File: src/rtl/debounce_bank_if.sv
// debounce_bank_if: pin-side and event-side signals of a debounce bank.
//   din  : raw asynchronous switch inputs, one bit per channel
//   dout : debounced logical level
//   rise : one-cycle pulse on dout 0->1
//   fall : one-cycle pulse on dout 1->0
//   held : level, long press in progress
//   long : one-cycle pulse when held asserts
// master = the side driving pins (board / bench), slave = the debouncer.
interface debounce_bank_if #(
  parameter int N = 4
) ();
  logic [N-1:0] din;
  logic [N-1:0] dout;
  logic [N-1:0] rise;
  logic [N-1:0] fall;
  logic [N-1:0] held;
  logic [N-1:0] long;

  modport master (output din, input dout, rise, fall, held, long);
  modport slave  (input din, output dout, rise, fall, held, long);
endinterface

File: src/rtl/debounce_bank.sv
// debounce_bank: N independent switch debouncers on the 1 MHz clock.
// Per channel: 2-flop synchroniser (optional inversion), stable-time filter,
// rise/fall pulses, and a long-press detector.
//   clk_1M : 1 MHz clock, rising edge
//   rst    : asynchronous, active-high reset
//   bus    : debounce_bank_if.slave (din in; dout/rise/fall/held/long out)
// All outputs are registered.

module debounce_lane #(
  parameter int DEBOUNCE_CYCLES = 20_000,
  parameter int HOLD_CYCLES     = 1_000_000,
  parameter int ACTIVE_LOW      = 0
) (
  input  logic clk_1M,
  input  logic rst,
  input  logic din,
  output logic dout,
  output logic rise,
  output logic fall,
  output logic held,
  output logic long
);
  localparam int CW = (DEBOUNCE_CYCLES < 1) ? 1 : $clog2(DEBOUNCE_CYCLES + 1);
  localparam logic [CW-1:0] CNT_MAX = CW'(DEBOUNCE_CYCLES - 1);
  localparam logic INV = (ACTIVE_LOW != 0);

  logic          s0, s1;
  logic [CW-1:0] cnt;
  logic          fire;

  // s1 has disagreed with dout for DEBOUNCE_CYCLES consecutive samples
  assign fire = (s1 != dout) && (cnt == CNT_MAX);

  always_ff @(posedge clk_1M or posedge rst) begin
    if (rst) begin
      s0   <= 1'b0;
      s1   <= 1'b0;
      cnt  <= '0;
      dout <= 1'b0;
      rise <= 1'b0;
      fall <= 1'b0;
    end else begin
      s0   <= din ^ INV;
      s1   <= s0;
      rise <= fire & s1;
      fall <= fire & ~s1;
      if (s1 == dout)
        cnt <= '0;
      else if (fire) begin
        dout <= s1;
        cnt  <= '0;
      end else
        cnt <= cnt + CW'(1);
    end
  end

  if (HOLD_CYCLES == 0) begin : g_no_hold
    assign held = 1'b0;
    assign long = 1'b0;
  end else begin : g_hold
    localparam int HW = $clog2(HOLD_CYCLES + 1);
    localparam logic [HW-1:0] HOLD_MAX = HW'(HOLD_CYCLES - 1);

    logic [HW-1:0] hcnt;
    logic          dout_nxt, rise_nxt;

    // Decide on the level dout takes this edge, so held drops on the same
    // edge as fall and the count restarts on the rise edge.
    assign dout_nxt = fire ? s1 : dout;
    assign rise_nxt = fire & s1;

    always_ff @(posedge clk_1M or posedge rst) begin
      if (rst) begin
        hcnt <= '0;
        held <= 1'b0;
        long <= 1'b0;
      end else begin
        long <= 1'b0;
        if (!dout_nxt || rise_nxt) begin
          hcnt <= '0;
          held <= 1'b0;
        end else if (!held && hcnt == HOLD_MAX) begin
          held <= 1'b1;
          long <= 1'b1;
        end else if (!held)
          hcnt <= hcnt + HW'(1);
        // held: hcnt frozen until release
      end
    end
  end
endmodule

module debounce_bank #(
  parameter int N               = 4,
  parameter int DEBOUNCE_CYCLES = 20_000,
  parameter int HOLD_CYCLES     = 1_000_000,
  parameter int ACTIVE_LOW      = 0
) (
  input  logic            clk_1M,
  input  logic            rst,
  debounce_bank_if.slave  bus
);
  if (DEBOUNCE_CYCLES < 1) begin : g_bad_param
    $error("debounce_bank: DEBOUNCE_CYCLES must be >= 1");
  end

  for (genvar i = 0; i < N; i++) begin : g_lane
    debounce_lane #(
      .DEBOUNCE_CYCLES (DEBOUNCE_CYCLES),
      .HOLD_CYCLES     (HOLD_CYCLES),
      .ACTIVE_LOW      (ACTIVE_LOW)
    ) u_lane (
      .clk_1M (clk_1M),
      .rst    (rst),
      .din    (bus.din[i]),
      .dout   (bus.dout[i]),
      .rise   (bus.rise[i]),
      .fall   (bus.fall[i]),
      .held   (bus.held[i]),
      .long   (bus.long[i])
    );
  end
endmodule

File: src/flat_wrapper.sv
// flat-port wrapper written by rule: the top's interface ports become plain ports
module debounce_bank_flat 
#(
  parameter int N               = 4,
  parameter int DEBOUNCE_CYCLES = 20_000,
  parameter int HOLD_CYCLES     = 1_000_000,
  parameter int ACTIVE_LOW      = 0
)
  (clk_1M, rst, bus_din, bus_dout, bus_rise, bus_fall, bus_held, bus_long);
  debounce_bank_if #(.N(N)) bus_i ();
  input  logic clk_1M;
  input  logic rst;
  input wire logic [$bits(bus_i.din)-1:0] bus_din;
  output wire logic [$bits(bus_i.dout)-1:0] bus_dout;
  output wire logic [$bits(bus_i.rise)-1:0] bus_rise;
  output wire logic [$bits(bus_i.fall)-1:0] bus_fall;
  output wire logic [$bits(bus_i.held)-1:0] bus_held;
  output wire logic [$bits(bus_i.long)-1:0] bus_long;
  assign bus_i.din = bus_din;
  assign bus_dout = bus_i.dout;
  assign bus_rise = bus_i.rise;
  assign bus_fall = bus_i.fall;
  assign bus_held = bus_i.held;
  assign bus_long = bus_i.long;
  debounce_bank #(.N(N), .DEBOUNCE_CYCLES(DEBOUNCE_CYCLES), .HOLD_CYCLES(HOLD_CYCLES), .ACTIVE_LOW(ACTIVE_LOW)) u_core (.clk_1M(clk_1M), .rst(rst), .bus(bus_i));
endmodule
File: config.mk
export PLATFORM = sky130hd
export DESIGN_NAME = debounce_bank_flat
export DESIGN_NICKNAME = d
export VERILOG_FILES = /design/src/rtl/debounce_bank_if.sv /design/src/rtl/debounce_bank.sv /design/src/flat_wrapper.sv
export SDC_FILE = /design/constraint.sdc
export NUM_CORES = 1
export LEC_CHECK = 0
export ABC_AREA = 0
export CORE_ASPECT_RATIO = 0.7
export CORE_MARGIN = 2
export CORE_UTILIZATION = 51
export DETAILED_ROUTE_END_ITERATION = 10
export HOLD_SLACK_MARGIN = 0.15
export PLACE_DENSITY = 0.71
export SKIP_CTS_REPAIR_TIMING = 1
export SYNTH_ARGS = -nofsm -noshare
export SYNTH_HDL_FRONTEND = slang
export SYNTH_SLANG_ARGS = --single-unit
File: constraint.sdc
create_clock -name clk_1M -period 5.7 [get_ports clk_1M]
set_clock_uncertainty 0.2 [all_clocks]
set_input_delay 0.855 -clock clk_1M [delete_from_list [all_inputs] [get_ports clk_1M]]
set_output_delay 0.855 -clock clk_1M [all_outputs]
set_load 0.01 [all_outputs]
### After elaboration in Yosys (flattened, before gate mapping)

Cells that the tools add are included.

* memory bits (read-only): 0
* latch bits: 0
* memories kept: 0
* input port bits: 6
* flip-flop bits (word level): 168
* output and inout port bits: 20
* bits in writable memories: 0
* logic and storage cells: 148

* div/mod/pow operators: 0
* $add $sub $neg: 8
* eq/ne operators: 24
* multiplexer cells: 40
* $lt $le $gt $ge: 0
* multipliers: 0
* bitwise gates (word level): 12
* shifts and indexed selects: 0
* reduce and logical (&&, ||, !) cells: 28

Operators with widths (number)
* 20-bit 2-to-1 mux: 12
* 15-bit 2-to-1 mux: 8
* 20-bit by 1-bit adder with 20-bit output, second input constant: 4
* 20-bit == test, second input constant: 4
* 15-bit by 1-bit adder with 15-bit output, second input constant: 4
* 15-bit == test, second input constant: 4
* 1-bit 2-to-1 mux: 20
* 1-bit bitwise AND: 8
* 1-bit logical AND: 8
* 1-bit zero test: 8
* 2-bit by 1-bit inequality test with 1-bit output, second input constant: 4
* 2-bit inequality test, second input constant: 4
* 2-bit AND reduction: 4
* 2-bit nonzero test: 4
* 1-bit == test: 4
* 1-bit logical OR: 4
* 1-bit inequality test: 4
* 1-bit NOT: 4

### Longest topological paths before layout

Gate-level depths: netlist of run 1.

* depth after elaboration: 7
* mapped depth: 8
* gate-level depth less buffers: 6

### By module

A second synthesis of run 1 with hierarchy kept.

* cells, all modules: 860
* area, all modules: 8528.2 µm²

By module, submodules not included
* debounce_lane: area an instance 2132.0 µm², instances 4, seq. area each 1051.0 µm², cells an instance 215

### Worst setup path before layout of run 1

No wires, ideal clock.

* path type: register -> register
* from: register u_core.g_lane[0].u_lane.g_hold.hcnt[12]
* to: register u_core.g_lane[0].u_lane.g_hold.hcnt[5]
* required time: 5.427 ns
* path slack: 3.536 ns
* clock period less this slack: 2.164 ns
* cell stages (with the launch flop): 6
* setup time: 0.073 ns
* data arrival time: 1.891 ns
* path through: dfrtp_1 > or4_4 > nor4_4 > a211oi_2 > a31o_1 > a21oi_2

* cells in the longest elaborated chain, start to end: 4

RTL lines
* start: declaration: line debounce_bank.sv:64 `logic [HW-1:0] hcnt;`
* start signal: assignment: line debounce_bank.sv:86 `hcnt <= hcnt + HW'(1);`
* 20-bit == test: line debounce_bank.sv:82 `end else if (!held && hcnt == HOLD_MAX) begin`
* 1-bit logical AND: line debounce_bank.sv:82
* 2-bit inequality test (no line)
* 2-bit AND reduction (no line)

Every way passes these cells.
A chain may end at the register's enable or synchronous reset.

### Worst setup path in the final report of run 1

* from: register u_core.g_lane[1].u_lane.held
* to: output bus_held[1]

RTL lines
* start: declaration: line debounce_bank.sv:20 `output logic held,`
* start signal: assignment: line debounce_bank.sv:75 `held <= 1'b0;`
* start signal: assignment: line debounce_bank.sv:81 `held <= 1'b0;`
* start signal: assignment: line debounce_bank.sv:83 `held <= 1'b1;`
* end: declaration: line flat_wrapper.sv:17 `output wire logic [$bits(bus_i.held)-1:0] bus_held;`

No word-level cell between the ends.

==> flow_metrics.env, run 1 <==
export IMPL_internal_power_w=0.00184
export IMPL_r2r_cells=7
export IMPL_cpMaxStageDelayCell="clkdlybuf4s50_1"
export IMPL_cp_required_ns=4.64
export IMPL_die_y_um=110
export IMPL_run_status="complete, no violations"
export IMPL_synth_cells=823
export IMPL_p_seq_share_pct=52.2
export IMPL_ctsLongestPathBuffers=2
export IMPL_ys_seq_area_share_pct=51.5
export IMPL_cts_tree="built"
export IMPL_timing_slew_headroom_pct=28.7
export IMPL_cts_sinks=168
export IMPL_cts_buffers=17
export IMPL_slowest_delay_ns=0.61
export IMPL_cp_arrival_ns=1.58
export IMPL_firstDrtPassIters=6
export IMPL_start_kind="register"
export IMPL_final_hold_viol_count=0
export IMPL_num_vias=5991
export IMPL_insertion_delay_ns=0.42
export IMPL_clkPwrFrac_pct=45.9
export IMPL_htree_levels=4
export IMPL_io_buffers=25
export IMPL_reg2reg_from="u_core.g_lane[2].u_lane.g_hold.hcnt[0]$_DFFE_PP0P_"
export IMPL_avgSynthCellArea_um2=9.92
export IMPL_period_needed_ns=2.63
export IMPL_critPathCaptureType="output pin"
export IMPL_worstSetupPathDepth=1
export IMPL_rsz0062_at_grt="no"
export IMPL_swShare_pct=20.7
export IMPL_area_delta_synth_final_pct=10.6
export IMPL_yosysTopAreaCellShare_pct=51.5
export IMPL_core_um2=15600
export IMPL_holdPathStages=0
export IMPL_avgViaCountPerCell=5.73
export IMPL_fin_nets=847
export IMPL_overflow=0
export IMPL_row_count=38
export IMPL_grt_max_degree=125
export IMPL_drc=0
export IMPL_grt_pass1_wl_mm=26.5
export IMPL_powerDensity_nw_per_um2=257
export IMPL_syn_nets=837
export IMPL_crit_buf_inv=1
export IMPL_die_width_um=155
export IMPL_max_freq_mhz=380
export IMPL_pwr_share_comb_pct=2.0
export IMPL_root_buffer="clkbuf_16"
export IMPL_synth_area_top_cells="dfrtp_1, xnor2_1, nor2_1"
export IMPL_track_usage_pct=19.3
export IMPL_power_total_w=0.00232
export IMPL_start_util_pct=52.3
export IMPL_final_setup_viol_count=0
export IMPL_ir_drop_mv=0.137
export IMPL_antenna_found_initial=0
export IMPL_die_area_um2=17000
export IMPL_io_pins=26
export IMPL_synth_edff_count=0
export IMPL_antenna_left=0
export IMPL_path_class="register to output pin"
export IMPL_synth_area_leader_cell="dfrtp_1"
export IMPL_cp_cell_sequence="clkdlybuf4s50_1"
export IMPL_wl_mm=15.2
export IMPL_dr_first_iter_drc_count=503
export IMPL_cts_clk_slew_worst_paths_ns=0.06
export IMPL_hold_path_startpoint="u_core.g_lane[1].u_lane.s0$_DFF_PP0_"
export IMPL_crit_path_start="u_core.g_lane[1].u_lane.held$_DFFE_PP0P_"
export IMPL_p_leak_nw=3.62
export IMPL_gp_congestion=0.850
export IMPL_period_share_pct=46.2
export IMPL_finalMaxSlewViolations=0
export IMPL_switchingPower_w=0.000482
export IMPL_hold_path_class="register to register"
export IMPL_drive_gt1_share_pct=5.80
export IMPL_wire_per_inst_um=14.5
export IMPL_cp_max_fo=11
export IMPL_ys_ff_latch=168
export IMPL_async_flop_share_pct=100
export IMPL_synthFlopType="dfrtp_1"
export IMPL_grt_pass1_vias=5699
export IMPL_cpLargestDelayFamily="buffers and inverters"
export IMPL_fin_setup_tns_ns=0
export IMPL_n_antenna_cell=0
export IMPL_netlist_area_um2=8160
export IMPL_maxCapViolCount=0
export IMPL_dp_hpwl_mm=10.3
export IMPL_ys_types=50
export IMPL_yosys_warnings=0
export IMPL_worst_slew_pin_slew_ns=1.07
==> Yosys cell counts, types with 4 or more instances <==
cell and instances:
a21oi_1 26, nand4_1 32, o211ai_1 6, buf_4 20
nor3b_1 13, a211oi_1 4, o31ai_1 6, and3_1 16
and4_1 11, and2_1 12, o21ai_0 17, nand3_1 40
nor4_1 22, a31oi_1 5, xnor2_1 54, clkbuf_1 15
mux2_2 4, or4_1 12, buf_2 5, ha_1 8
xor2_1 45, nand2_1 65, nor2_1 122, dfrtp_1 168
nor2b_1 4, or3_1 12, inv_1 18, nor3_1 24
==> area by class of cell <==
| cell class | instances | area, µm² |
|---|---|---|
| Multi-Input combinational cell | 597 | 3660 |
| Sequential cell | 168 | 4200 |
| Tap cell | 200 | 250 |
| Fill cell | 1314 | 6570 |
| Timing Repair Buffer | 31 | 295 |
| Clock inverter | 9 | 75.1 |
| Inverter | 18 | 72.6 |
| Clock buffer | 22 | 474 |
==> path summary, 6_finish.rpt <==
kind,end,slack [ns]
worst min register to register,u_core.g_lane[1].u_lane.s1$_DFF_PP0_,0.15
max in group asynchronous,u_core.g_lane[0].u_lane.cnt[1]$_DFF_PP0_,3.24
worst min-delay path,u_core.g_lane[1].u_lane.s1$_DFF_PP0_,0.15
min in group asynchronous,u_core.g_lane[1].u_lane.long$_DFF_PP0_,0.87
worst max register to register,u_core.g_lane[2].u_lane.g_hold.hcnt[1]$_DFFE_PP0P_,3.20
worst max-delay path,bus_held[1],3.07
==> flip-flops by register name (all words and copies together) (netlist names) <==
name / count
u_core.g_lane.u_lane.g_hold.hcnt: 80
u_core.g_lane.u_lane.s1: 4
u_core.g_lane.u_lane.long: 4
u_core.g_lane.u_lane.dout: 4
u_core.g_lane.u_lane.fall: 4
u_core.g_lane.u_lane.s0: 4
u_core.g_lane.u_lane.cnt: 60
u_core.g_lane.u_lane.held: 4
u_core.g_lane.u_lane.rise: 4
==> cells by family after synthesis <==
group	synth area share [%]
compound gates	5.84
simple gates	26.2
fa+ha+maj	1.23
buf+inv	3.66
flops	51.5
xor+xnor	10.6
mux	0.920
==> power groups by stage <==
stage | logic (W) | clock network [W] | registers (W)
after floorplan | 0.0000334 | 0 | 0.00123
after global placement | 0.0000457 | 0 | 0.00123
after detailed placement | 0.0000483 | 0 | 0.00123
after CTS | 0.0000483 | 0.00109 | 0.00121
after global routing | 0.0000550 | 0.00114 | 0.00121
final | 0.0000455 | 0.00107 | 0.00121
==> stage by stage <==
| stage | setup WS [ns] | hold WS [ns] | area (µm²) | std cells | util [%] |
|---|---|---|---|---|---|
| finish | 3.07 | 0.153 | 9030 | 1045 | 57.9 |
| global route | 2.93 | 0.162 | 9030 | 1045 | 57.9 |
| CTS | 3.06 | 0.157 | 9030 | 1045 | 57.9 |
| detailed placement | 2.69 | 0.142 | 8480 | 1014 | 54.4 |
| global placement | 2.75 | 0.135 | 8480 | 1014 | 54.4 |
| floorplan | 0.0983 | 0.131 | 8160 | 823 | - |
==> worst reg2reg max path: stages, from the launching register on <==
cell,delay (ns)
dfrtp_1,0.44
ha_1,0.22
and2_1,0.15
nand2_1,0.12
o31ai_2,0.68
buf_4,0.32
mux2i_1,0.20
nor2_1,0.06
==> placed cells by master, fill, tap and decap left out, types with 3 or more instances in the layout <==
cell type / synthesis / routed
nor3_1: 24 / 24
and2_1: 12 / 12
nor2_1: 122 / 122
mux2i_1: 3 / 3
nor4_1: 22 / 22
a21oi_1: 26 / 26
inv_1: 18 / 17
nand4b_1: 3 / 3
clkdlybuf4s50_1: 0 / 25
xnor2_1: 54 / 54
nor4b_1: 3 / 3
dfrtp_1: 168 / 168
clkbuf_16: 0 / 17
or3_1: 12 / 12
nand4_1: 32 / 32
and4_1: 11 / 11
nand2_1: 65 / 65
nor3b_1: 13 / 13
clkbuf_8: 0 / 3
o21ai_0: 17 / 13
and3_1: 16 / 16
or4_1: 12 / 12
mux2_2: 4 / 4
o211ai_1: 6 / 6
o21ai_1: 0 / 4
nand2b_1: 3 / 3
a211oi_1: 4 / 4
nand3_1: 40 / 40
and4b_1: 3 / 3
buf_4: 20 / 6
a31oi_1: 5 / 5
nor4bb_1: 3 / 3
ha_1: 8 / 8
o31ai_1: 6 / 6
nor2b_1: 4 / 4
clkinv_2: 0 / 6
xor2_1: 45 / 45
==> layer usage <==
layer	share of wire [%]	up-vias	GRT usage (%)
met3	3.6	16	4.22
met4	0.98	0	7.21
met1	50	2959	26.9
met2	45	108	30.0
met5	0	-	0
li1	-	2908	-
Power figures use the tool's default switching activity.
==> run 2: changes to the inputs <==
==> constraint.sdc (replaced) <==
create_clock -name clk_1M -period 2.25 [get_ports clk_1M]
set_clock_uncertainty 0.2 [all_clocks]
set_input_delay 0.3375 -clock clk_1M [delete_from_list [all_inputs] [get_ports clk_1M]]
set_output_delay 0.3375 -clock clk_1M [all_outputs]
set_load 0.01 [all_outputs]
==> run 2 against run 1 <==
Compared with the run above: worst hold slack lost 0.0039 ns; critical endpoint is now u_core.g_lane[0].u_lane.g_hold.hcnt[5]$_DFFE_PP0P_; largest power group unchanged; flip-flop and latch count is the same; clock power grew to 2.7 times the previous value; first-iteration DRC count shrank 16%; count of clock-buffer cells in the layout down 4.
==> flow_metrics.env, run 2 (same netlist as run 1, synthesis figures left out) <==
export IMPL_dp_hpwl_mm=11.0
export IMPL_dpl_instance_area_um2=8790
export IMPL_period_needed_ns=2.13
export IMPL_path_class="register to register"
export IMPL_mostFrequentLayoutCells="dfrtp_1, nor2_1, nand2_1, xnor2_1, xor2_1"
export IMPL_max_freq_mhz=469
export IMPL_core_um2=15600
export IMPL_cp_required_ns=2.41
export IMPL_die_width_um=155
export IMPL_fin_nets=880
export IMPL_reg_top3="u_core.g_lane.u_lane.g_hold.hcnt: 80 flops, u_core.g_lane.u_lane.cnt: 60 flops"
export IMPL_preCtsSetupSlack_ns=0.0678
export IMPL_layout_commonest_cell="dfrtp_1"
export IMPL_cp_arrival_ns=2.29
export IMPL_cts_clk_slew_worst_paths_ns=0.07
export IMPL_drc=0
export IMPL_wl_mm=15.8
export IMPL_maxCapViolCount=0
export IMPL_cp_max_fo=6
export IMPL_reg2reg_slack_ns=0.12
export IMPL_finalMaxSlewViolations=0
export IMPL_hold_path_startpoint="u_core.g_lane[1].u_lane.s0$_DFF_PP0_"
export IMPL_io_pins=26
export IMPL_num_vias=6071
export IMPL_drive_gt1_share_pct=9.90
export IMPL_cts_sinks=168
export IMPL_root_buffer="clkbuf_16"
export IMPL_ctsLongestPathBuffers=2
export IMPL_final_area_um2=9440
export IMPL_timing_slew_headroom_pct=66.6
export IMPL_cts_tree="built"
export IMPL_firstDrtPassIters=5
export IMPL_start_util_pct=52.3
export IMPL_io_buffers=25
export IMPL_htree_levels=4
export IMPL_holdPathStages=0
export IMPL_largest_reg_flops=80
export IMPL_grt_pass1_vias=5920
export IMPL_min_to="u_core.g_lane[1].u_lane.s1$_DFF_PP0_"
export IMPL_rsz0062_at_grt="no"
export IMPL_worst_slew_pin_slew_ns=0.498
export IMPL_critPathCaptureType="register"
export IMPL_worst_slack_ns=0.119
export IMPL_row_count=38
export IMPL_gp_congestion=0.861
export IMPL_avgViaCountPerCell=5.63
export IMPL_hold_slack_ns=0.149
export IMPL_dr_first_iter_drc_count=424
export IMPL_timing_rr_end="u_core.g_lane[0].u_lane.g_hold.hcnt[5]$_DFFE_PP0P_"
export IMPL_area_delta_synth_final_pct=15.6
export IMPL_wire_per_inst_um=14.6
export IMPL_powerDensity_nw_per_um2=642
export IMPL_ir_drop_mv=0.423
export IMPL_final_setup_viol_count=0
export IMPL_cts_buffers=17
export IMPL_antenna_found_initial=0
export IMPL_antenna_left=0
export IMPL_finish_utilization_pct=60.5
export IMPL_power_total_w=0.00606
export IMPL_insertion_delay_ns=0.43
export IMPL_grt_max_degree=33
export IMPL_p_leak_nw=3.83
export IMPL_grt_pass1_wl_mm=27.4
export IMPL_hold_path_class="register to register"
export IMPL_final_hold_viol_count=0
export IMPL_overflow=0
export IMPL_reg2reg_from="u_core.g_lane[0].u_lane.g_hold.hcnt[7]$_DFFE_PP0P_"
export IMPL_track_usage_pct=19.9
export IMPL_start_kind="register"
export IMPL_period_share_pct=94.7
export IMPL_die_y_um=110
export IMPL_die_area_um2=17000
export IMPL_n_antenna_cell=0
export IMPL_top_register="u_core.g_lane.u_lane.g_hold.hcnt"
export IMPL_run_status="complete, no violations"
export IMPL_r2r_cells=6
run 2: where the power goes:
group	total [W]	switching [W]	leakage [nW]	internal [W]
registers	0.00307	0.0000254	2.32	0.00304
logic	0.000147	0.0000933	1.23	0.0000534
clock network	0.00284	0.00126	0.277	0.00158
total	0.00606	0.00138	3.83	0.00468
run 2: through the flow:
step	cells	setup TNS, ns
finish	1079	0
global route	1079	0
CTS	1074	0
detailed placement	1042	0
global placement	1042	0
floorplan	823	-71.94
run 2: layer usage:
metal	track usage, %	vias to the layer above	wire [µm]
met3	5.12	13	676
met4	6.03	0	138
met2	31.1	129	7180
met1	27.6	2962	7780
met5	0	-	0
li1	-	2967	-
run 2: layout make-up:
type	instances	area [µm²]
fill	1250	6160
sequential	168	4200
multi-input combinational	597	3680
timing repair buffer	64	653
clock buffer	18	439
tap	200	250
clock inverter	14	139
inverter	18	71.3
run 2: worst max-delay path: stages (launching register included):
cell and delay, ns:
dfrtp_1 0.44, or4_4 0.55, nor4_4 0.25, buf_4 0.18, a211oi_2 0.09, a31o_1 0.25, a21oi_2 0.10
run 2: worst max path at each step:
stage                                                   startpoint                                                  end  cells past startpoint
6_report        u_core.g_lane[0].u_lane.g_hold.hcnt[7]$_DFFE_PP0P_   u_core.g_lane[0].u_lane.g_hold.hcnt[5]$_DFFE_PP0P_                      6
2_1_floorplan                                                  rst             u_core.g_lane[0].u_lane.cnt[0]$_DFF_PP0_                      1
3_5_place_dp   u_core.g_lane[1].u_lane.g_hold.hcnt[11]$_DFFE_PP0P_   u_core.g_lane[1].u_lane.g_hold.hcnt[5]$_DFFE_PP0P_                      4
4_1_cts                   u_core.g_lane[1].u_lane.cnt[0]$_DFF_PP0_             u_core.g_lane[1].u_lane.held$_DFFE_PP0P_                      7
3_3_place_gp              u_core.g_lane[1].u_lane.cnt[0]$_DFF_PP0_             u_core.g_lane[1].u_lane.held$_DFFE_PP0P_                      7
5_1_grt         u_core.g_lane[2].u_lane.g_hold.hcnt[1]$_DFFE_PP0P_  u_core.g_lane[2].u_lane.g_hold.hcnt[12]$_DFFE_PP0P_                      7
